===== config.mk =====
export PLATFORM = sky130hd
export DESIGN_NAME = periodic_enable_scheduler
export DESIGN_NICKNAME = d
export VERILOG_FILES = /design/src/rtl/periodic_enable_scheduler.sv
export SDC_FILE = /design/constraint.sdc
export NUM_CORES = 1
export LEC_CHECK = 0
export BUFFER_PORTS_ARGS = -buffer_cell sky130_fd_sc_hd__buf_2
export CAP_MARGIN = 5
export CORE_MARGIN = 2
export CORE_UTILIZATION = 33
export DETAILED_ROUTE_END_ITERATION = 10
export PLACE_DENSITY = 0.6
export SYNTH_ARGS = -nofsm -noshare
export SYNTH_HDL_FRONTEND = slang
export SYNTH_SLANG_ARGS = --single-unit

===== constraint.sdc =====
create_clock -name clk -period 3.7 [get_ports clk]
set_input_delay 0.185 -clock clk [delete_from_list [all_inputs] [get_ports clk]]
set_output_delay 0.185 -clock clk [all_outputs]
set_load 0.05 [all_outputs]

===== src/rtl/periodic_enable_scheduler.sv =====
// periodic_enable_scheduler
//   Splits the LLC clock into STAGES-cycle HLC cycles. Produces one periodic
//   enable per channel, with no drift, and turns asynchronous input events into a
//   single-cycle enable that is aligned to HLC stage 0.
// Ports
//   clk, rst        LLC clock, asynchronous active-low reset
//   en              run enable (stage/timers/count hold while low)
//   new_input       event strobe, input_a is its payload
//   stage           LLC stage within the current HLC cycle
//   hlc_clock       derived HLC clock (registered)
//   hlc_clock_cnt   number of completed HLC cycles
//   evt_en/evt_data event enable pulse and the captured payload
//   per_en          per-channel periodic enable pulses
//   timer_cur       per-channel accumulated time, packed NUM_CH x TW
//   evt_overrun     sticky flag: an event was overwritten inside one window

// One periodic channel. Each boundary adds STAGES LLC cycles to the timer.
// The residual that remains after a fire is kept, so the period does not drift.
module periodic_channel #(
  parameter int unsigned       STAGES = 4,
  parameter int unsigned       TW     = 32,
  parameter logic [TW-1:0]     PERIOD = '0
) (
  input  logic          clk,
  input  logic          rst,
  input  logic          boundary,
  output logic          fire,
  output logic [TW-1:0] timer
);
  localparam logic [TW:0] PERIOD_EXT = {1'b0, PERIOD};

  // Carry bit so that timer + STAGES never wraps near the top of the range.
  logic [TW:0] sum;
  assign sum = {1'b0, timer} + (TW+1)'(STAGES);

  always_ff @(posedge clk or negedge rst) begin
    if (!rst) begin
      timer <= '0;
      fire  <= 1'b0;
    end else begin
      fire <= 1'b0;
      if (boundary) begin
        if (sum >= PERIOD_EXT) begin
          timer <= TW'(sum - PERIOD_EXT);
          fire  <= 1'b1;
        end else begin
          timer <= sum[TW-1:0];
        end
      end
    end
  end
endmodule

module periodic_enable_scheduler #(
  parameter int unsigned             STAGES  = 4,
  parameter int unsigned             NUM_CH  = 2,
  parameter int unsigned             TW      = 32,
  parameter int unsigned             IN_W    = 64,
  parameter logic [NUM_CH*TW-1:0]    PERIODS = {32'd12, 32'd10},
  localparam int unsigned            SW      = $clog2(STAGES)
) (
  input  logic                   clk,
  input  logic                   rst,
  input  logic                   en,
  input  logic                   new_input,
  input  logic [IN_W-1:0]        input_a,
  output logic [SW-1:0]          stage,
  output logic                   hlc_clock,
  output logic [63:0]            hlc_clock_cnt,
  output logic                   evt_en,
  output logic [IN_W-1:0]        evt_data,
  output logic [NUM_CH-1:0]      per_en,
  output logic [NUM_CH*TW-1:0]   timer_cur,
  output logic                   evt_overrun
);

  // Parameter sanity checks at elaboration time
  if ((STAGES < 2) || ((STAGES & (STAGES - 1)) != 0)) begin : g_bad_stages
    $error("STAGES must be a power of two and at least 2");
  end

  // Stage counter / boundary
  logic [SW-1:0] stage_nxt;
  logic          boundary;
  logic          started;

  assign boundary  = en && (stage == SW'(STAGES - 1));
  // STAGES is a power of two, so the natural wrap of the adder is the stage wrap.
  assign stage_nxt = en ? stage + SW'(1) : stage;

  always_ff @(posedge clk or negedge rst) begin
    if (!rst) begin
      stage         <= '0;
      started       <= 1'b0;
      hlc_clock     <= 1'b0;
      hlc_clock_cnt <= '0;
    end else begin
      stage <= stage_nxt;
      if (boundary) begin
        started       <= 1'b1;
        hlc_clock_cnt <= hlc_clock_cnt + 64'd1;
      end
      // The register is computed from the next stage, which keeps hlc_clock aligned
      // with the stage value it reflects. It stays low until the first HLC cycle
      // has completed.
      hlc_clock <= (started || boundary) && (stage_nxt < SW'(STAGES / 2));
    end
  end

  // Periodic channels
  logic [NUM_CH-1:0][TW-1:0] timer_arr;

  for (genvar i = 0; i < NUM_CH; i++) begin : g_ch
    if (PERIODS[i*TW +: TW] < TW'(STAGES)) begin : g_bad_period
      $error("each period must be at least STAGES");
    end
    periodic_channel #(
      .STAGES (STAGES),
      .TW     (TW),
      .PERIOD (PERIODS[i*TW +: TW])
    ) u_ch (
      .clk      (clk),
      .rst      (rst),
      .boundary (boundary),
      .fire     (per_en[i]),
      .timer    (timer_arr[i])
    );
  end

  assign timer_cur = timer_arr;

  // Event capture and release
  logic            pending;
  logic [IN_W-1:0] latch;
  logic            release_evt;

  // A strobe that arrives in the boundary cycle belongs to the window being closed.
  assign release_evt = boundary && (pending || new_input);

  always_ff @(posedge clk or negedge rst) begin
    if (!rst) begin
      pending     <= 1'b0;
      latch       <= '0;
      evt_en      <= 1'b0;
      evt_data    <= '0;
      evt_overrun <= 1'b0;
    end else begin
      evt_en <= release_evt;
      if (new_input) begin
        latch <= input_a;
        if (pending) evt_overrun <= 1'b1;
      end
      if (release_evt) begin
        evt_data <= new_input ? input_a : latch;
        pending  <= 1'b0;
      end else if (new_input) begin
        pending  <= 1'b1;
      end
    end
  end

endmodule


# Yosys cells after proc, flatten, opt, wreduce, memory -nomap -nowiden
# Index checks and enable logic that the tools add are counted.
# W data, S select, Z words.
op_classes:
  n_eq_ne: 1
  reduce_logical: 7
  n_addsub: 6
  mux: 10
  n_lt_le_gt_ge: 3
op_table:
  columns: ["operator", "count"]
  rows:
  - ["$add A32 B3 Y33 const B", 2]
  - ["$ge A33 B4 Y1 const B", 2]
  - ["$add A64 B1 Y64 const B", 1]
  - ["$mux W32", 2]
  - ["$mux W64", 1]
  - ["$sub A32 B4 Y32 const B", 2]
  - ["$mux W1", 6]
  - ["$logic_and A1 B1 Y1", 3]
  - ["$add A2 B1 Y2 const B", 1]
  - ["$eq A2 B2 Y1 const B", 1]
  - ["$logic_or A1 B1 Y1", 2]
  - ["$lt A2 B2 Y1 const B", 1]
  - ["$mux W2", 1]
  - ["$reduce_and A2 Y1", 1]
  - ["$reduce_bool A2 Y1", 1]
totals:
  elab_cells: 40
  ff_bits: 265

# Longest topological paths before layout
# Gate-level depths: netlist (run 1).
logic_depth:
  depth_word: 4
  ltp_mapped: 15
  ltp_nobuf: 10

# Modules after synthesis
# Synthesis (run 1) repeated with hierarchy kept, for this count alone.
hier_totals:
  cells_unflattened: 1320
  area_unflattened_um2: 14338.8
modules_own_cells:
  columns: ["mod", "cells_per_inst", "n_inst", "seq_area_each_um2", "area_per_inst_um2"]
  rows:
  - ["periodic_enable_scheduler", 572, 1, 4979.8, 8146.6]
  - ["periodic_channel at g_ch[0].u_ch", 388, 1, 800.8, 3153.0]
  - ["periodic_channel at g_ch[1].u_ch", 360, 1, 775.7, 3039.2]

# Worst setup path before layout (run 1)
# OpenSTA, ideal clock, no wires.
synth_timing:
  kind: "reg-to-reg"
  from: "register g_ch[1].u_ch.timer[3]"
  to: "register g_ch[1].u_ch.timer[14]"
  required_ns: 3.621
  setup_time_ns: 0.079
  t_arrival_ns: 3.766
  path_buffers: 4
  setup_slack_ns: -0.145
  synth_period_minus_slack_ns: 3.845
  path_stages_with_launch: 15
  cell_sequence: "dfrtp_1 -> ha_1 -> clkbuf_1 -> nand2_1 -> or4_1 -> buf_2 -> nor3_1 -> nor4_1 -> o22a_1 -> clkbuf_1 -> and4_1 -> clkbuf_1 -> or4_1 -> a21oi_1 -> xor2_1"
synth_between:
  elab_chain_cells: 3
synth_rtl:
  columns: ["element", "line", "rtl"]
  rows:
  - ["from (decl)", "28", "output logic [TW-1:0] timer"]
  - ["from (signal assigned)", "44", "timer <= TW'(sum - PERIOD_EXT);"]
  - ["from (signal assigned)", "47", "timer <= sum[TW-1:0];"]
  - ["$add A32 B3 Y33 *", "34", "assign sum = {1'b0, timer} + (TW+1)'(STAGES);"]
  - ["$sub A32 B4 Y32 / $ge A33 B4 Y1 (equally long branches)", "44, 43", null]
  - ["$mux W32 *", "43", "if (sum >= PERIOD_EXT) begin"]
# Mark *: on every way between the ends. The rest lies on a longest branch, timed or not.
# A chain may end at the register's enable or synchronous reset.

# Worst setup path after layout (run 1)
layout_timing:
  from: "register g_ch[0].u_ch.timer[7]"
  to: "register g_ch[0].u_ch.timer[17]"
layout_between:
  elab_chain_cells: 3
layout_rtl:
  columns: ["element", "line"]
  rows:
  - ["from (decl)", "28"]
  - ["from (signal assigned)", "44"]
  - ["from (signal assigned)", "47"]
  - ["$add A32 B3 Y33 *", "34"]
  - ["$sub A32 B4 Y32 / $ge A33 B4 Y1 (equally long branches)", "44, 43"]
  - ["$mux W32 *", "43"]
# Marks and branches as above.

==> metrics.md, run 1 <==
| Metric | Value |
|---|---|
| Port Buffers | 263 |
| TritonRoute pass-1 iters | 4 |
| Multi-input gate area | 0.00670 mm2 |
| Layout Nets | 1730 |
| Asr flop ratio synth | 1.00 |
| Grt ovf | 0 |
| Register area share after synthesis | 0.480 |
| Max Clock Skew | 0.0225 ns |
| Dpl cells | 2085 |
| R2R setup slack | 0.18 ns |
| R2R cell count | 13 |
| Vias in the first global route | 11210 |
| R2r startpoint | g_ch[0].u_ch.timer[7]$_DFFE_PN0P_ |
| Maximum vdd drop | 0.465 mV |
| Initial antenna violation count | 0 |
| Setup violators final | 0 |
| Syn. warnings | 0 |
| Crit path from | g_ch[0].u_ch.timer[7]$_DFFE_PN0P_ |
| I/O pin count | 267 |
| Placed Area | 0.0160 mm2 |
| Avg Synthesized Cell Area | 10.6 um2 |
| Final Util | 0.433 |
| Max Clock Freq | 284 MHz |
| Yosys cell types | 73 |
| Routed WL per cell | 17.3 um |
| Longest Clk Path Bufs | 3 |
| CTS tree | done |
| CP endpoint | g_ch[0].u_ch.timer[17]$_DFFE_PN0P_ |
| Floorplan row count | 74 |
| Worst hold path stage count | 2 |
| Slew @ Worst Pin | 0.855 ns |
| Vias | 11396 |
| Routed Antenna Nets | 0 |
| Most common cell after layout, fill and taps aside | buf_2 |
| Final worst path period need | 3.52 ns |
| Fin cells | 2208 |
| Placeable Area | 0.0408 mm2 |
| Crit-path max FO | 9 |
| Fin. max-slew vios | 0 |
| Required @ worst endpoint | 4.20 ns |
| Clock transition at path regs | 0.06 ns |
| Die W | 207 um |
| Seq cells post-synth | 262 |
| Mapped cell area | 0.0137 mm2 |
| Met1 wire length | 17500 um |
| # diodes | 0 |
| Initial drt markers | 702 |
| Clock sinks | 262 |
| Final period util | 0.951 |
| Leakage power total | 0.00800 uW |
| Area delta synth->final | 29.5% |
| Die area | 0.0430 mm2 |
| Die Y | 207 um |
| Pwr dens | 680 mW/mm2 |
| Half-perimeter wire length after placement | 27000 um |
| Gate Count Post-Synth | 1284 |
| Met3 routed wirelength | 2290 um |
| CTS Buf Count | 30 |
| Status | finished, final reports clean |
| Top Layer Used | met4 |
| R2R Path End | g_ch[0].u_ch.timer[17]$_DFFE_PN0P_ |
| Worst Hold Class | in -> reg |
| EDFF count, synth | 0 |
| Commonest non-fill, non-tap cells in the layout | buf_2, dfrtp_1, mux2_2 |
| Arrival @ worst endpoint | 4.02 ns |
| Initial Util | 0.334 |
| RSZ-0062 raised after global routing | false |
| DR DRC count | 0 |
| Largest net degree at the start of global routing | 107 |
| Clock root cell | clkbuf_16 |
| CP Class | reg -> reg |
| CP Capture Type | register |
| Fillers | 3874 |
| Wire length of the first global-routing pass | 61800 um |
| Metal2 WL | 17500 um |
| Hold Violations, Final | 0 |
| Setup TNS | 0 ns |
| Post-Route WL | 38300 um |
| Layout cells sized above 1 | 0.339 |
| Slew headroom | 0.425 |
| Reg area | 0.00656 mm2 |
| Gr usage total | 0.174 |
| Critical Path Source Type | register |
| MaxCap Viol Count | 0 |
| Gpl congestion | 0.891 |
| Clock Latency Late Sink | 0.58 ns |
| DR vias/cell | 5.16 |
| Design area | 0.0177 mm2 |
| Prevailing post-synth register cell | dfrtp_1 |
| H-tree levels | 1 |
-- report_power, final --
part           total (uW)  internal, uW  switching [uW]  leakage (uW)
clock network        3010          1780            1230      0.000507
logic                5100          1500            3600       0.00421
registers            3920          3490             430       0.00328
-- sequential cells by signal, indices dropped and copies added (netlist names) --
signal           cells
hlc_clock            1
evt_data            64
evt_overrun          1
stage                2
started              1
g_ch.u_ch.fire       2
pending              1
hlc_clock_cnt       64
evt_en               1
g_ch.u_ch.timer     61
latch               64
-- timing repair --
| action | CTS | global route |
|---|---|---|
| hold buffers | 66 | 0 |
| endpoints found under the setup margin | 0 | 11 |
| endpoints found under the hold margin | 233 | 0 |
| buffers inserted | 0 | 2 |
| resized for setup | 0 | 3 |
-- logic make-up (layout without fill, tap and decap cells) --
family / Yosys count / in the layout / synth area share
simple gates: 478 / 478 / 0.193
flops: 262 / 262 / 0.480
compound gates: 151 / 151 / 0.0766
mux: 149 / 149 / 0.121
xor+xnor: 139 / 139 / 0.0892
buf+inv: 95 / 485 / 0.0306
fa+ha+maj: 9 / 9 / 0.00825
other cells: 1 / 3 / 0.000275
-- synth_stat cells, drive strengths merged, types with 3 or more instances --
master,n,area share
dfrtp,262,0.48
mux2,133,0.11
xnor2,94,0.060
nand2,88,0.024
nor2,71,0.020
nand4,57,0.029
nand3,56,0.021
nor3,50,0.019
clkbuf,47,0.013
xor2,45,0.029
o21ai,34,0.012
buf,33,0.013
and3,32,0.015
a21oi,28,0.010
nor4,28,0.015
and4,25,0.016
and2,17,0.0079
a31oi,16,0.0073
mux2i,16,0.012
inv,15,0.0041
or3,14,0.0064
or4,14,0.0080
ha,9,0.0082
a211o,8,0.0052
or2,8,0.0037
nor2b,7,0.0032
a211oi,6,0.0037
a31o,6,0.0038
o211ai,6,0.0033
nand2b,5,0.0023
a2111oi,4,0.0039
a41oi,4,0.0026
o21a,4,0.0022
o22ai,4,0.0018
o31ai,4,0.0022
o211a,3,0.0022
o32ai,3,0.0019
-- worst min-delay path by stage --
| stage | startpoint | slack, ns | end |
|---|---|---|---|
| floorplan | rst | -0.11 | evt_data[0]$_DFFE_PN0P_ |
| global placement | rst | 0.30 | hlc_clock_cnt[28]$_DFFE_PN0P_ |
| detailed placement | rst | 0.30 | hlc_clock_cnt[26]$_DFFE_PN0P_ |
| CTS | new_input | 0.13 | evt_overrun$_DFFE_PN0P_ |
| global route | new_input | 0.18 | evt_overrun$_DFFE_PN0P_ |
| finish | new_input | 0.18 | evt_overrun$_DFFE_PN0P_ |
-- cell type report --
class | count | share of cell area
Clock buffer | 45 | 0.0519
Clock inverter | 10 | 0.00580
Inverter | 15 | 0.00318
Multi-Input combinational cell | 929 | 0.379
Sequential cell | 262 | 0.371
Tap cell | 532 | 0.0376
Timing Repair Buffer | 415 | 0.152
-- per-stage QoR --
stage          worst slack [ns]  hold WS, ns  total power [uW]
6_report                  0.182        0.177             12000
5_1_grt                 0.00942        0.181             12600
4_1_cts                   0.142        0.133             12200
3_5_place_dp              0.173        0.300              9020
3_3_place_gp              0.154        0.295              8950
2_1_floorplan            0.0546       -0.111              7570
-- metal layers --
metal | up-vias | global-route usage
li1 | 5427 | -
met5 | - | 0
met1 | 5576 | 0.236
met2 | 328 | 0.278
met4 | 0 | 0.0520
met3 | 65 | 0.0374
-- worst max-delay path, cell delays in order (launching register included) --
cell       delay, ns
dfrtp_1         0.50
nand4_2         0.16
buf_4           0.19
nor3_1          0.62
nand4_1         0.24
o211a_1         0.27
o2bb2ai_1       0.13
buf_4           0.18
nor4_4          0.06
buf_4           0.16
buf_4           0.15
or4_1           0.46
a21oi_1         0.18
xor2_1          0.16
(Power assumes the default switching activity.)
==> run 2, diff against run 1 <==
--- a/config.mk
+++ b/config.mk
@@ -5,6 +5,7 @@
 export SDC_FILE = /design/constraint.sdc
 export NUM_CORES = 1
 export LEC_CHECK = 0
+export ABC_CLOCK_PERIOD_IN_PS = 3500
 export BUFFER_PORTS_ARGS = -buffer_cell sky130_fd_sc_hd__buf_2
 export CAP_MARGIN = 5
 export CORE_MARGIN = 2
==> constraint.sdc (replaced) <==
create_clock -name clk -period 3.5 [get_ports clk]
set_input_delay 0.175 -clock clk [delete_from_list [all_inputs] [get_ports clk]]
set_output_delay 0.175 -clock clk [all_outputs]
set_load 0.05 [all_outputs]
==> run 2 against run 1 <==
  * Maximum frequency rose by 3.9%
  * Register-to-register slack got worse by 0.07 ns
  * Critical path depth fell by 1
  * Sequential power rose by 6.4%
  * Final area rose by 1.9%
  * Clock-buffer cell count fell by 6
  * Critical endpoint is now g_ch[0].u_ch.timer[13]$_DFFE_PN0P_
  * Highest routed layer unchanged
==> metrics.md, run 2 (synthesis gave the netlist of run 1 again) <==
| Metric | Value |
|---|---|
| Cell-internal power | 7310 uW |
| Delay of the slowest critical-path stage | 0.60 ns |
| Critical path's most frequent cell | buf_4 |
| Setup violators final | 0 |
| Half-perimeter wire length after placement | 28000 um |
| CP Class | reg -> reg |
| Post-Route WL | 39400 um |
| DR vias/cell | 5.17 |
| Initial antenna violation count | 0 |
| R2R setup slack | 0.11 ns |
| Status | finished, final reports clean |
| WP depth | 12 |
| Area delta synth->final | 32.0% |
| Floorplan row count | 74 |
| Top Registers | evt_data x64, hlc_clock_cnt x64, latch x64 |
| Crit-path max FO | 9 |
| Layout Nets | 1754 |
| Final Util | 0.441 |
| Reg power frac | 0.323 |
| Die W | 207 um |
| Comb pwr share | 0.428 |
| # diodes | 0 |
| Gpl congestion | 0.904 |
| Fin. max-slew vios | 0 |
| CP Capture Type | register |
| Slew @ Worst Pin | 0.933 ns |
| Tot Pwr | 12900 uW |
| Worst-path cell chain | ha_2, buf_4, nand2_1, or3_1, buf_4, o32ai_1, nand3_2, buf_4, or4_4, and3_4, a31oi_1, xnor2_1 |
| Commonest non-fill, non-tap cells in the layout | buf_2, dfrtp_1, mux2_2 |
| RSZ-0062 raised after global routing | true |
| Pwr dens | 716 mW/mm2 |
| Arrival @ worst endpoint | 3.89 ns |
| Critical Path Source Type | register |
| MaxCap Viol Count | 0 |
| I/O pin count | 267 |
| Clock sinks | 262 |
| Final worst path period need | 3.39 ns |
| Worst Path Buf+Inv | 3 |
| Max Clock Freq | 295 MHz |
| Sw power | 5600 uW |
| Vias in the first global route | 11256 |
| Wire length of the first global-routing pass | 63200 um |
| Placeable Area | 0.0408 mm2 |
| Gr usage total | 0.177 |
| Initial drt markers | 718 |
| Largest net degree at the start of global routing | 112 |
| CTS tree | done |
| Final period util | 0.967 |
| Hold Violations, Final | 0 |
| Grt ovf | 0 |
| Fillers | 3891 |
| TritonRoute pass-1 iters | 5 |
| H-tree levels | 1 |
| Longest Clk Path Bufs | 3 |
| Clock transition at path regs | 0.06 ns |
| Routed Antenna Nets | 0 |
| Port Buffers | 263 |
| Multi-input gate area | 0.00681 mm2 |
| Leakage power total | 0.00812 uW |
| Largest delay share family, worst path | simple AND/OR/NAND/NOR gates |
| Routed WL per cell | 17.7 um |
| Vias | 11527 |
| Required @ worst endpoint | 4.01 ns |
| R2R cell count | 12 |
| Placed Area | 0.0161 mm2 |
| Clock Latency Late Sink | 0.58 ns |
| Worst Hold Class | in -> reg |
| Maximum vdd drop | 0.511 mV |
| Initial Util | 0.334 |
| Die Y | 207 um |
| Clock root cell | clkbuf_16 |
| CTS Buf Count | 30 |
| Die area | 0.0430 mm2 |
| Design area | 0.0180 mm2 |
| Slowest cell on crit path | or4_4 |
| Net Sw Frac | 0.434 |
| Reg area | 0.00659 mm2 |
| Worst hold slack | 0.156 ns |
| Most common cell after layout, fill and taps aside | buf_2 |
| Worst hold path stage count | 2 |
| DR DRC count | 0 |
| Clock Power Share | 0.249 |
| Slew headroom | 0.378 |
| Max Clock Skew | 0.0267 ns |
| Layout cells sized above 1 | 0.372 |
[run 2: path summary, 6_finish.rpt]
| path | from | endpoint |
|---|---|---|
| hold / removal | new_input | evt_overrun$_DFFE_PN0P_ |
| max in group asynchronous | rst | latch[29]$_DFF_PN0_ |
| setup / recovery | g_ch[0].u_ch.timer[2]$_DFFE_PN0P_ | g_ch[0].u_ch.timer[13]$_DFFE_PN0P_ |
| hold reg to reg | started$_DFFE_PN0P_ | started$_DFFE_PN0P_ |
| setup reg to reg | g_ch[0].u_ch.timer[2]$_DFFE_PN0P_ | g_ch[0].u_ch.timer[13]$_DFFE_PN0P_ |
| min in group asynchronous | rst | hlc_clock_cnt[47]$_DFFE_PN0P_ |
[run 2: cell type report]
| type | instances | share of cell area |
|---|---|---|
| multi-input cells | 929 | 0.378 |
| flip-flops and latches | 262 | 0.366 |
| repair buffers | 439 | 0.159 |
| clock buffers | 39 | 0.0458 |
| well taps | 532 | 0.0369 |
| clock inverters | 14 | 0.0112 |
| inverters | 15 | 0.00312 |
[run 2: routing by layer]
metal,global-route usage,part of all wire
met5,0,0
met4,0.0421,0.023
met3,0.0330,0.060
met2,0.286,0.47
met1,0.245,0.45
[run 2: worst reg2reg max path, cell delays in order (launching register included)]
cell,delay (ns)
dfrtp_2,0.36
ha_2,0.24
buf_4,0.16
nand2_1,0.12
or3_1,0.42
buf_4,0.19
o32ai_1,0.39
nand3_2,0.09
buf_4,0.20
or4_4,0.60
and3_4,0.22
a31oi_1,0.19
xnor2_1,0.14
[run 2: power groups by stage]
stage                     logic [uW]  clock network [uW]  registers (uW)
final                           5520                3220            4170
after global routing            5850                3450            4260
after CTS                       5450                3330            4170
after detailed placement        5380                   0            4230
after global placement          5330                   0            4190
after floorplan                 1910                   0            6110
[run 2: metrics by stage]
step | setup slack (ns) | std cells | TNS [ns]
after floorplan | 0.00325 | 1286 | 0
after global placement | 0.102 | 2099 | 0
after detailed placement | 0.00896 | 2099 | 0
after CTS | 0.0118 | 2218 | 0
after global routing | -0.0385 | 2230 | -0.0912
final | 0.115 | 2230 | 0
[run 2: what timing repair did]
item / CTS / global route
buffers inserted: 0 / 12
hold endpoints to repair: 232 / 0
resized for setup: 0 / 27
hold buffers: 66 / 0
endpoints found under the setup margin: 0 / 52
==> run 3, diff against run 2 <==
--- a/config.mk
+++ b/config.mk
@@ -12,6 +12,7 @@
 export CORE_UTILIZATION = 33
 export DETAILED_ROUTE_END_ITERATION = 10
 export PLACE_DENSITY = 0.6
+export RECOVER_POWER = 25
 export SYNTH_ARGS = -nofsm -noshare
 export SYNTH_HDL_FRONTEND = slang
 export SYNTH_SLANG_ARGS = --single-unit
==> run 3 against run 2 <==
  * Sequential cell count unchanged
  * Critical path type unchanged
  * The flow now finishes with violations (max-capacitance violations, max-slew violations)
  * Critical endpoint unchanged
  * Maximum frequency about the same
  * Final cell count unchanged
  * Global-route usage unchanged
  * Power about the same
==> metrics.md, run 3 (synthesis gave the netlist of run 1 again) <==
| Metric | Value |
|---|---|
| Status | finished with violations |
| Failing checks | max-capacitance violations, max-slew violations |
| Area delta synth->final | 31.8% |
| Placeable Area | 0.0408 mm2 |
| Fillers | 3896 |
| Final worst path period need | 3.39 ns |
| Max Clock Freq | 295 MHz |
| Routed Antenna Nets | 0 |
| DR DRC count | 0 |
| Routed WL per cell | 17.6 um |
| Pwr dens | 717 mW/mm2 |
| CP Class | reg -> reg |
| Required @ worst endpoint | 4.01 ns |
| Worst Hold Endpoint | latch[41]$_DFF_PN0_ |
| Met3 Use GR | 0.0330 |
| Clock root cell | clkbuf_16 |
| Commonest non-fill, non-tap cells in the layout | buf_2, dfrtp_1, mux2_2 |
| Crit-path max FO | 9 |
| R2R cell count | 12 |
| Max Clock Skew | 0.0270 ns |
| Slew headroom | -0.754 |
| TritonRoute pass-1 iters | 7 |
| Clock transition at path regs | 0.06 ns |
| Met2 Resource Use GR | 0.286 |
| Die area | 0.0430 mm2 |
| Worst Hold Class | in -> reg |
| Tot Pwr | 12900 uW |
| R2R setup slack | 0.11 ns |
| CTS Buf Count | 30 |
| Wire length of the first global-routing pass | 63200 um |
| Largest net degree at the start of global routing | 112 |
| Gr busiest metal | met2 |
| Die W | 207 um |
| Clock Latency Late Sink | 0.58 ns |
| Fin. max-slew vios | 111 |
| Grt ovf | 0 |
| Layout cells sized above 1 | 0.362 |
| R2r startpoint | g_ch[0].u_ch.timer[2]$_DFFE_PN0P_ |
| Longest Clk Path Bufs | 3 |
| Min-delay src | input_a[41] |
| CTS tree | done |
| Die Y | 207 um |
| DR vias/cell | 5.17 |
| # diodes | 0 |
| RSZ-0062 raised after global routing | true |
| Vias in the first global route | 11256 |
| Critical Path Source Type | register |
| CP Capture Type | register |
| Layout Nets | 1754 |
| R2R Path End | g_ch[0].u_ch.timer[13]$_DFFE_PN0P_ |
| Clock sinks | 262 |
| Arrival @ worst endpoint | 3.89 ns |
| Worst hold path stage count | 3 |
| Gr usage total | 0.177 |
| Met1 usage | 0.245 |
| Most common cell after layout, fill and taps aside | buf_2 |
| Vias | 11521 |
| MaxCap Viol Count | 1 |
| Initial Util | 0.334 |
| Half-perimeter wire length after placement | 28000 um |
| Setup violators final | 0 |
| Hold Violations, Final | 0 |
| Post-Route WL | 39300 um |
| Initial antenna violation count | 0 |
| Slew @ Worst Pin | 2.63 ns |
| Leakage power total | 0.00810 uW |
| Initial drt markers | 742 |
| H-tree levels | 1 |
| Final period util | 0.967 |
| Top Registers | evt_data x64, hlc_clock_cnt x64, latch x64 |
| I/O pin count | 267 |
| Worst hold slack | 0.384 ns |
| Maximum vdd drop | 0.510 mV |
| Port Buffers | 263 |
| Floorplan row count | 74 |
| Gpl congestion | 0.904 |
[run 3: cell count changes in the layout (fill, tap and decap cells not counted), sizes merged]
cell and change:
buf -3, clkbuf +3
[run 3: power by group]
part,internal [uW],total (uW),switching [uW]
combinational,1640,5510,3870
sequential,3700,4170,461
clock,1950,3220,1260
total,7300,12900,5590
[run 3: worst max-delay path by stage]
stage                                       startpoint                            endpoint  depth (start not counted)
floorplan           g_ch[0].u_ch.timer[12]$_DFFE_PN0P_  g_ch[0].u_ch.timer[13]$_DFFE_PN0P_                          9
global placement     g_ch[1].u_ch.timer[3]$_DFFE_PN0P_  g_ch[1].u_ch.timer[29]$_DFFE_PN0P_                         11
detailed placement   g_ch[0].u_ch.timer[2]$_DFFE_PN0P_  g_ch[0].u_ch.timer[16]$_DFFE_PN0P_                         12
CTS                  g_ch[0].u_ch.timer[2]$_DFFE_PN0P_  g_ch[0].u_ch.timer[16]$_DFFE_PN0P_                         12
global route         g_ch[0].u_ch.timer[2]$_DFFE_PN0P_  g_ch[0].u_ch.timer[13]$_DFFE_PN0P_                         12
finish               g_ch[0].u_ch.timer[2]$_DFFE_PN0P_  g_ch[0].u_ch.timer[13]$_DFFE_PN0P_                         12
[run 3: routing by layer]
layer / vias to the layer above / share of wire
li1: 5471 / -
met1: 5666 / 0.46
met2: 321 / 0.47
met3: 63 / 0.054
met4: 0 / 0.024
met5: - / 0
[run 3: worst max-delay path: stages, from the launching register on]
cell,delay [ns]
dfrtp_2,0.36
ha_2,0.24
buf_4,0.17
nand2_1,0.12
or3_1,0.42
buf_4,0.19
o32ai_1,0.39
nand3_2,0.09
buf_4,0.20
or4_4,0.60
and3_4,0.22
a31oi_1,0.19
xnor2_1,0.13
[run 3: stage by stage]
stage | setup WS (ns) | instances | utilization | instance area (um2) | setup TNS, ns
after floorplan | 0.00325 | 1286 | - | 13700 | 0
after global placement | 0.102 | 2099 | 0.395 | 16100 | 0
after detailed placement | 0.00896 | 2099 | 0.395 | 16100 | 0
after CTS | 0.0118 | 2218 | 0.436 | 17800 | 0
after global routing | -0.0385 | 2230 | 0.441 | 18000 | -0.0912
final | 0.115 | 2230 | 0.441 | 18000 | 0
[run 3: repair_timing]
item,in CTS,in global routing
gates resized for setup,0,27
setup endpoints to repair,0,52
endpoints found under the hold margin,232,0
hold buffers,66,0
setup buffers,0,12
[run 3: area by class of cell]
| type | count | area (um2) | area share |
|---|---|---|---|
| Clock buffer | 39 | 825 | 0.0458 |
| Sequential cell | 262 | 6590 | 0.366 |
| Tap cell | 532 | 666 | 0.0370 |
| Inverter | 15 | 56.3 | 0.00313 |
| Timing Repair Buffer | 439 | 2850 | 0.158 |
| Clock inverter | 14 | 201 | 0.0112 |
| Multi-Input combinational cell | 929 | 6810 | 0.378 |
